**src/rtl/teal_mem_arbiter.sv**
```systemverilog
`default_nettype none
// +--------------------------------------------------------------------------+
// | Module      : teal_mem_arbiter                                           |
// | Description : Round-robin arbiter and sequencer that shares one          |
// |               single-port memory interface among NUM_REQ requesters.     |
// |               Accepts at most one request per cycle, issues it on the    |
// |               memory port one cycle later, and returns every access's    |
// |               completion (with read data for reads) to its requester,    |
// |               in issue order, RD_LATENCY+1 cycles after issue.           |
// | Ports       : clk, reset            - clock, sync active-high reset      |
// |               req_valid/write/addr/wdata - packed per-requester requests |
// |               req_ready             - one-hot grant                      |
// |               rsp_valid, rsp_rdata  - one-hot completion + read data     |
// |               mem_en/we/addr/wdata  - memory command port                |
// |               mem_rdata             - memory read data                   |
// |               busy, txn_count       - activity flag, issued-txn counter  |
// | Revision    : 1.0 - initial release                                      |
// +--------------------------------------------------------------------------+
module teal_mem_arbiter #(
  parameter int NUM_REQ    = 4,
  parameter int ADDR_W     = 32,
  parameter int DATA_W     = 32,
  parameter int RD_LATENCY = 2
) (
  input  logic                      clk,
  input  logic                      reset,
  input  logic [NUM_REQ-1:0]        req_valid,
  input  logic [NUM_REQ-1:0]        req_write,
  input  logic [NUM_REQ*ADDR_W-1:0] req_addr,
  input  logic [NUM_REQ*DATA_W-1:0] req_wdata,
  output logic [NUM_REQ-1:0]        req_ready,
  output logic [NUM_REQ-1:0]        rsp_valid,
  output logic [DATA_W-1:0]         rsp_rdata,
  output logic                      mem_en,
  output logic                      mem_we,
  output logic [ADDR_W-1:0]         mem_addr,
  output logic [DATA_W-1:0]         mem_wdata,
  input  logic [DATA_W-1:0]         mem_rdata,
  output logic                      busy,
  output logic [15:0]               txn_count
);

  localparam int                c_ID_W        = (NUM_REQ > 1) ? $clog2(NUM_REQ) : 1;
  localparam logic [c_ID_W:0]   c_NUM_REQ_EXT = (c_ID_W+1)'(NUM_REQ);
  localparam logic [c_ID_W-1:0] c_LAST_ID     = c_ID_W'(NUM_REQ - 1);

  generate
    if (NUM_REQ < 2 || NUM_REQ > 8) begin : g_bad_num_req
      $error("teal_mem_arbiter: NUM_REQ must be in 2..8");
    end
    if (RD_LATENCY < 1 || RD_LATENCY > 8) begin : g_bad_rd_latency
      $error("teal_mem_arbiter: RD_LATENCY must be in 1..8");
    end
  endgenerate

  // ------------------------------------------------------------------
  // Registered state
  // ------------------------------------------------------------------
  logic [c_ID_W-1:0]  r_rr_ptr;
  logic               r_mem_en;
  logic               r_mem_we;
  logic [ADDR_W-1:0]  r_mem_addr;
  logic [DATA_W-1:0]  r_mem_wdata;
  logic [c_ID_W-1:0]  r_mem_id;
  logic [15:0]        r_txn_count;

  logic [RD_LATENCY-1:0] r_pipe_v;
  logic [RD_LATENCY-1:0] r_pipe_we;
  logic [c_ID_W-1:0]     r_pipe_id [RD_LATENCY];

  logic [NUM_REQ-1:0] r_rsp_valid;
  logic [DATA_W-1:0]  r_rsp_rdata;

  // ------------------------------------------------------------------
  // Round-robin search: first valid index at or after r_rr_ptr, wrapping.
  // The index is kept one bit wider so the wrap is a single subtract,
  // which also covers non-power-of-two NUM_REQ.
  // ------------------------------------------------------------------
  logic               w_found;
  logic [c_ID_W-1:0]  w_gnt_id;
  logic [c_ID_W:0]    w_idx;

  always_comb begin
    w_found  = 1'b0;
    w_gnt_id = '0;
    w_idx    = '0;
    for (int k = 0; k < NUM_REQ; k++) begin
      w_idx = {1'b0, r_rr_ptr} + (c_ID_W+1)'(k);
      if (w_idx >= c_NUM_REQ_EXT) begin
        w_idx = w_idx - c_NUM_REQ_EXT;
      end
      if (!w_found && req_valid[w_idx[c_ID_W-1:0]]) begin
        w_found  = 1'b1;
        w_gnt_id = w_idx[c_ID_W-1:0];
      end
    end
  end

  // No grant while reset is asserted so nothing is accepted and then lost.
  logic               w_accept;
  logic [NUM_REQ-1:0] w_gnt;
  logic [c_ID_W-1:0]  w_next_ptr;

  assign w_accept   = w_found && !reset;
  assign w_next_ptr = (w_gnt_id == c_LAST_ID) ? '0 : w_gnt_id + 1'b1;

  always_comb begin
    w_gnt = '0;
    for (int i = 0; i < NUM_REQ; i++) begin
      w_gnt[i] = w_accept && (w_gnt_id == c_ID_W'(i));
    end
  end

  // Payload mux for the granted requester
  logic               w_sel_we;
  logic [ADDR_W-1:0]  w_sel_addr;
  logic [DATA_W-1:0]  w_sel_wdata;

  always_comb begin
    w_sel_we    = 1'b0;
    w_sel_addr  = '0;
    w_sel_wdata = '0;
    for (int i = 0; i < NUM_REQ; i++) begin
      if (w_gnt_id == c_ID_W'(i)) begin
        w_sel_we    = req_write[i];
        w_sel_addr  = req_addr[i*ADDR_W +: ADDR_W];
        w_sel_wdata = req_wdata[i*DATA_W +: DATA_W];
      end
    end
  end

  // ------------------------------------------------------------------
  // Issue stage: drives the memory port one cycle after acceptance.
  // Address and write data hold when idle; only the strobes drop.
  // ------------------------------------------------------------------
  always_ff @(posedge clk) begin
    if (reset) begin
      r_rr_ptr    <= '0;
      r_mem_en    <= 1'b0;
      r_mem_we    <= 1'b0;
      r_mem_addr  <= '0;
      r_mem_wdata <= '0;
      r_mem_id    <= '0;
      r_txn_count <= '0;
    end else begin
      r_mem_en <= w_accept;
      if (w_accept) begin
        r_mem_we    <= w_sel_we;
        r_mem_addr  <= w_sel_addr;
        r_mem_wdata <= w_sel_wdata;
        r_mem_id    <= w_gnt_id;
        r_rr_ptr    <= w_next_ptr;
        r_txn_count <= r_txn_count + 16'd1;
      end else begin
        r_mem_we <= 1'b0;
      end
    end
  end

  // ------------------------------------------------------------------
  // Tracking pipeline: stage 0 captures the access currently on the
  // memory port, so the last stage lines up with mem_rdata for it.
  // ------------------------------------------------------------------
  always_ff @(posedge clk) begin
    if (reset) begin
      r_pipe_v  <= '0;
      r_pipe_we <= '0;
      for (int i = 0; i < RD_LATENCY; i++) begin
        r_pipe_id[i] <= '0;
      end
    end else begin
      r_pipe_v[0]  <= r_mem_en;
      r_pipe_we[0] <= r_mem_we;
      r_pipe_id[0] <= r_mem_id;
      for (int i = 1; i < RD_LATENCY; i++) begin
        r_pipe_v[i]  <= r_pipe_v[i-1];
        r_pipe_we[i] <= r_pipe_we[i-1];
        r_pipe_id[i] <= r_pipe_id[i-1];
      end
    end
  end

  // ------------------------------------------------------------------
  // Registered response: one-hot pulse, read data zeroed for writes
  // and whenever no response is presented.
  // ------------------------------------------------------------------
  logic [NUM_REQ-1:0] w_rsp_hot;

  always_comb begin
    w_rsp_hot = '0;
    for (int i = 0; i < NUM_REQ; i++) begin
      w_rsp_hot[i] = r_pipe_v[RD_LATENCY-1] &&
                     (r_pipe_id[RD_LATENCY-1] == c_ID_W'(i));
    end
  end

  always_ff @(posedge clk) begin
    if (reset) begin
      r_rsp_valid <= '0;
      r_rsp_rdata <= '0;
    end else begin
      r_rsp_valid <= w_rsp_hot;
      r_rsp_rdata <= (r_pipe_v[RD_LATENCY-1] && !r_pipe_we[RD_LATENCY-1]) ?
                     mem_rdata : '0;
    end
  end

  // ------------------------------------------------------------------
  // Outputs
  // ------------------------------------------------------------------
  assign req_ready = w_gnt;
  assign rsp_valid = r_rsp_valid;
  assign rsp_rdata = r_rsp_rdata;
  assign mem_en    = r_mem_en;
  assign mem_we    = r_mem_we;
  assign mem_addr  = r_mem_addr;
  assign mem_wdata = r_mem_wdata;
  assign txn_count = r_txn_count;
  assign busy      = r_mem_en || (|r_pipe_v) || (|r_rsp_valid);

endmodule
`default_nettype wire

```
**config.mk**
```make
export PLATFORM = sky130hd
export DESIGN_NAME = teal_mem_arbiter
export DESIGN_NICKNAME = d
export VERILOG_FILES = /design/src/rtl/teal_mem_arbiter.sv
export SDC_FILE = /design/constraint.sdc
export NUM_CORES = 1
export LEC_CHECK = 0
export BUFFER_PORTS_ARGS = -buffer_cell sky130_fd_sc_hd__buf_2
export CAP_MARGIN = 20
export CORE_AREA = 2 2 166 168
export CTS_BUF_LIST = sky130_fd_sc_hd__clkbuf_16
export CTS_CLUSTER_DIAMETER = 200
export CTS_CLUSTER_SIZE = 14
export DETAILED_ROUTE_END_ITERATION = 7
export DIE_AREA = 0 0 168 170
export HOLD_SLACK_MARGIN = 0.08
export PLACE_DENSITY = 0.51
export SYNTH_ARGS = -nofsm -noshare
export SYNTH_HDL_FRONTEND = slang
export SYNTH_SLANG_ARGS = --single-unit
```
**constraint.sdc**
```tcl
create_clock -name clk -period 2.5 [get_ports clk]
set_clock_uncertainty 0.15 [all_clocks]
set_input_delay 0.25 -clock clk [delete_from_list [all_inputs] [get_ports clk]]
set_output_delay 0.25 -clock clk [all_outputs]
set_load 0.01 [all_outputs]
```
# Word-level counts from Yosys, hierarchy flattened
# Memory sizes are Yosys's and may differ from the RTL's.
# Index checks and enable logic that the tools add are counted.
# word_totals
ff_bits	126
latch_bits	0
ramBits	4
rom_bits	0
in_bits	298
out_inout_bits	123
word_cells	103
memories	1
# memory_table
name	depth	width	rd	rd_ports_with_merged_regs	wr	line	text
r_pipe_id	2	2	2	0	2	69	logic [c_ID_W-1:0] r_pipe_id [RD_LATENCY];
# op_classes
add_sub_neg	9
mul	0
div_mod_pow	0
n_lt_le_gt_ge	8
n_eq_ne	6
n_shift	0
n_mux	38
bitwise	4
reduce_logical	26
# op_table
cell	n
two-way mux 32 bit	8
two-way mux 2 bit	11
adder 16 x 1 -> 16 bit, second input constant	1
two-way mux 1 bit	15
logical AND 1 bit	13
< comparator 2 x 3 -> 1 bit, second input constant	4
greater-or-equal comparator 3 bit, second input constant	3
binary-select mux 1 bit (select 2 bit)	4
equality test 2 bit, second input constant	4
subtractor 2 x 1 -> 2 bit, second input constant	4
adder 2 x 2 -> 3 bit, second input constant	2
OR reduction 2 bit	3
logical NOT 1 bit	5
equality test 2 x 1 -> 1 bit, second input constant	2
logical NOT 2 bit	2
OR reduction 4 bit	1
adder 2 x 1 -> 3 bit, second input constant	1
greater-or-equal comparator 2 x 3 -> 1 bit, second input constant	1
adder 2 x 1 -> 2 bit, second input constant	1
logical OR 1 bit	2
inverter 1 bit	2
OR 1 bit	2

# Longest topological paths before layout
# logic_depth
word_depth	19
mapped_depth	11
mapped_depth_nobuf	9

# Least setup slack after synthesis
# No wires, ideal clock.
# synth_timing
kind	register -> output
from	reg r_rr_ptr[0]
to	out req_ready[3]
arrival_ns	2.055
t_required_ns	2.100
slack_ns	0.045
path_stages_with_launch	10
n_path_buf	3
cell_sequence	dfxtp_1 inv_1 a22o_1 a211o_1 inv_1 ha_1 clkbuf_1 clkbuf_1 clkbuf_1 and3_1
# synth_between
elab_chain_len	16
word_cells_on_any_way	40
# synth_lines
element	line	text
start, declared	59	logic [c_ID_W-1:0] r_rr_ptr;
start signal, assigned	152	r_rr_ptr <= w_next_ptr;
parallel branches: the longest is 13 deep, another holds adder 2 x 1 -> 3 bit	-	
two-way mux 2 bit (*)	92	if (!w_found && req_valid[w_idx[c_ID_W-1:0]]) begin
named net w_gnt_id[0]	80	logic [c_ID_W-1:0] w_gnt_id;
equality test 2 bit (*)	110	w_gnt[i] = w_accept && (w_gnt_id == c_ID_W'(i));
logical AND 1 bit (*)	110	
end, declared	31	output logic [NUM_REQ-1:0] req_ready,
# Mark *: on every way through the listed nets, which the timed path passes. The select of a mux whose other input is x is not followed.

# Final worst setup path
# layout_timing
from	reg r_rr_ptr[0]
to	out req_ready[2]
# layout_between
elab_chain_len	16
word_cells_on_any_way	40
# layout_lines
element	line
parallel branches: the longest is 15 deep, another holds adder 2 x 1 -> 3 bit	-
logical AND 1 bit (*)	110
# Mark *: on every way between the ends. The select of a mux whose other input is x is not followed.

==> impl_metrics.json <==
{
  "status": "finished clean",
  "final_layout_size_suffix_gt1_share_pct": 41.97,
  "crit_slowest_cell": "a211o_1",
  "drc": 0,
  "leakage_nw": 5.546,
  "synth.net_count": 1041,
  "relSlewSlack_pct": 72.09,
  "min_period_ps": 2477,
  "yosysTopAreaCell": "dfxtp_1",
  "cts_tree": "done",
  "setup_viol_count_final": 0,
  "grt_overflow": 0,
  "worst_slew_pin_slew_ps": 418.7,
  "drt-initial-drc-count": 386,
  "path_depth": 8,
  "avgSynthCellArea_um2": 8.423,
  "path_clk_slew_ps": 70,
  "core-area_um2": 26650,
  "synth_xor_area_share_pct": 1.268,
  "syn2layout_area_growth_pct": 85.55,
  "cp-end-kind": "output pin",
  "path_delay_family": "compound AO/OA/AOI/OAI gates",
  "ios": 421,
  "start_kind": "flip-flop",
  "cp_max_fo": 4,
  "worstSetupPathType": "flip-flop to output pin",
  "reg2reg_depth": 12,
  "required_ps": 2100,
  "num_rows": 60,
  "synth_compound_area_share_pct": 36.57,
  "synthSimpleGateAreaFrac_pct": 9.541,
  "wl_um": 29960,
  "crit_chain": "inv_2 -> a22o_1 -> a211o_1 -> buf_6 -> ha_4 -> buf_12 -> and3_1 -> buf_2",
  "hold_viol": 0,
  "io_buffers": 420,
  "insertion_delay_ps": 420,
  "drt-met1-wl_um": 11870,
  "dpl-instance-area_um2": 8762,
  "dp_hpwl_um": 18640,
  "synth_top_family_by_area": "compound AO/OA/AOI/OAI gates",
  "cts_sinks": 130,
  "dp_cells": 1450,
  "vias_per_cell": 4.854,
  "grt_antenna_before_repair": 2,
  "avgRoutedWirePerCell_um": 18.03,
  "synth-adder-area-share_pct": 1.006,
  "h-tree-depth": 4,
  "synth.area.mux_share_pct": 0,
  "root_buffer": "clkbuf_16",
  "start_util_pct": 23.32,
  "fin_util_pct": 43.28,
  "fin_cells": 1661,
  "grt_usage_pct": 19.31,
  "synthesis.area_um2": 6216,
  "top_layer_used": "met5",
  "nets": 1610,
  "grt_pass1_vias": 8251,
  "drt_pass1_iterations": 5,
  "slowest_delay_ps": 360,
  "grt_pass1_wl_um": 43530,
  "vdd_drop_max_uv": 362.6,
  "die_w_um": 168,
  "ys_warn_count": 0,
  "die_area_um2": 28560,
  "gp_congestion": 0.8292,
  "hold_class": "primary input to flip-flop",
  "grt_start_max_net_pins": 72,
  "cts.path.max_buffers": 2,
  "timing.fmax_ghz": 0.4036,
  "power_density_nw_per_um2": 696.3,
  "final_area_um2": 11530,
  "met3WireLength_um": 2034,
  "synth_top_area_share_pct": 41.87,
  "ys_top_cells_by_area": "dfxtp_1, a21oi_1, a211o_1",
  "n_antenna_cell": 0,
  "yosysSeqAreaShare_pct": 41.87,
  "cp_data_arrival_time_ps": 2080,
  "fin_crit_sh_pct": 99.10,
  "cts_buffers": 17,
  "synth_cells": 738,
  "critPathBufInv": 4,
  "holdPathStages": 4,
  "die_y_um": 170,
  "worst_slack_ps": 22.50,
  "ys_seq_elements": 130,
  "rsz0062_at_grt": "true",
  "vias": 8063,
  "drv_slew": 0,
  "antenna_left": 0,
  "ys_types": 42,
  "met2WireLength_um": 14990,
  "maxCapViolCount": 0,
  "pre_cts_slack_ps": 49.77
}
[final timing paths]
check	from	to	slack, ps
worst max-delay path	r_rr_ptr[0]	req_ready[2]	20
worst min register to register	r_pipe_id[0][0]	r_pipe_id[0][2]	280
worst min-delay path	reset	mem_addr[24]	150
worst max register to register	r_rr_ptr[0]	mem_addr[2]	60
[cells by family after synthesis]
kind of cell / count (synthesis)
compound gates: 348
buf+inv: 147
flops: 130
simple gates: 99
xor+xnor: 9
fa+ha+maj: 5
[where the power goes]
part | switching, mW | total, mW | internal [mW]
registers | 0.134 | 2.47 | 2.34
clock network | 1.10 | 2.50 | 1.40
logic | 1.52 | 3.06 | 1.54
total | 2.75 | 8.03 | 5.28
[layout make-up]
class                      instances  area, um^2
clock buffer                      17       425.4
clock inverter                    15       145.1
fill                            2625       15120
inverter                          72       270.3
multi-input combinational        461        3353
sequential                       130        2604
tap                              341       426.7
timing repair buffer             625        4309
[worst register-to-register path: stages, from the launching register on]
cell and delay (ps):
dfxtp_2 330, inv_2 50, a22o_1 200, a211o_1 360
inv_2 100, ha_4 150, buf_6 130, nor2b_4 50
buf_12 140, buf_12 160, a221oi_4 270, a211o_1 170
a21oi_1 80
[placed cells by master (no fill, tap or decap), drive strengths merged, types with 4 or more instances in the layout]
cell           n
nor2          11
nand2         11
xor2           6
and3           6
and2          34
clkinv         4
or4            5
dlygate4sd3  162
nand4          6
inv           80
clkbuf        20
ha             5
a211o         66
dfxtp        130
o31ai          5
buf          458
a221oi        65
a21oi        138
nand3          5
nor2b          9
o21ai         67
[cell usage after synthesis, drive strengths merged]
cell type  instances
a21oi            138
dfxtp            130
inv               72
o21ai             67
a211o             66
a221oi            65
clkbuf            55
and2              34
buf               20
nand2             11
nor2              11
nor2b              9
and3               6
nand4              6
xor2               6
ha                 5
nand3              5
o31ai              5
or4                5
xnor2              3
and4               2
nand2b             2
nor3               2
nor3b              2
nor4               2
a211oi             1
a21boi             1
a22o               1
a2bb2o             1
o311ai             1
o41a               1
o41ai              1
or2                1
or3                1
[registers in the layout, summed over array words and instances, names as in the netlist]
| signal | count |
|---|---|
| mem_addr | 32 |
| mem_en | 1 |
| mem_wdata | 32 |
| mem_we | 1 |
| r_mem_id | 2 |
| r_pipe_id | 4 |
| r_pipe_v | 2 |
| r_pipe_we | 2 |
| r_rr_ptr | 2 |
| rsp_rdata | 32 |
| rsp_valid | 4 |
| txn_count | 16 |
[stage by stage]
stage	power, mW	setup TNS [ps]	hold WS [ps]
floorplan	3.834	0	221.7
finish	8.031	0	153.1
global route	8.453	-599.1	161.7
CTS	7.689	-123.1	122.8
global placement	4.828	0	270.2
detailed placement	4.830	0	274.8
[repair_timing]
| action | CTS | global route |
|---|---|---|
| cloned | 2 | 4 |
| pin swaps | 1 | 6 |
| buffers inserted | 2 | 9 |
| resized for setup | 4 | 55 |
| hold buffers | 162 | 0 |
| setup endpoints to repair | 3 | 65 |
| hold endpoints to repair | 97 | 0 |
[layer usage]
metal | global-route usage (%) | up-vias
li1 | - | 3840
met3 | 5.047 | 73
met1 | 21.45 | 3748
met2 | 34.44 | 398
met4 | 9.187 | 4
met5 | 0 | -
Note: power is estimated with default switching activity, not from simulation.
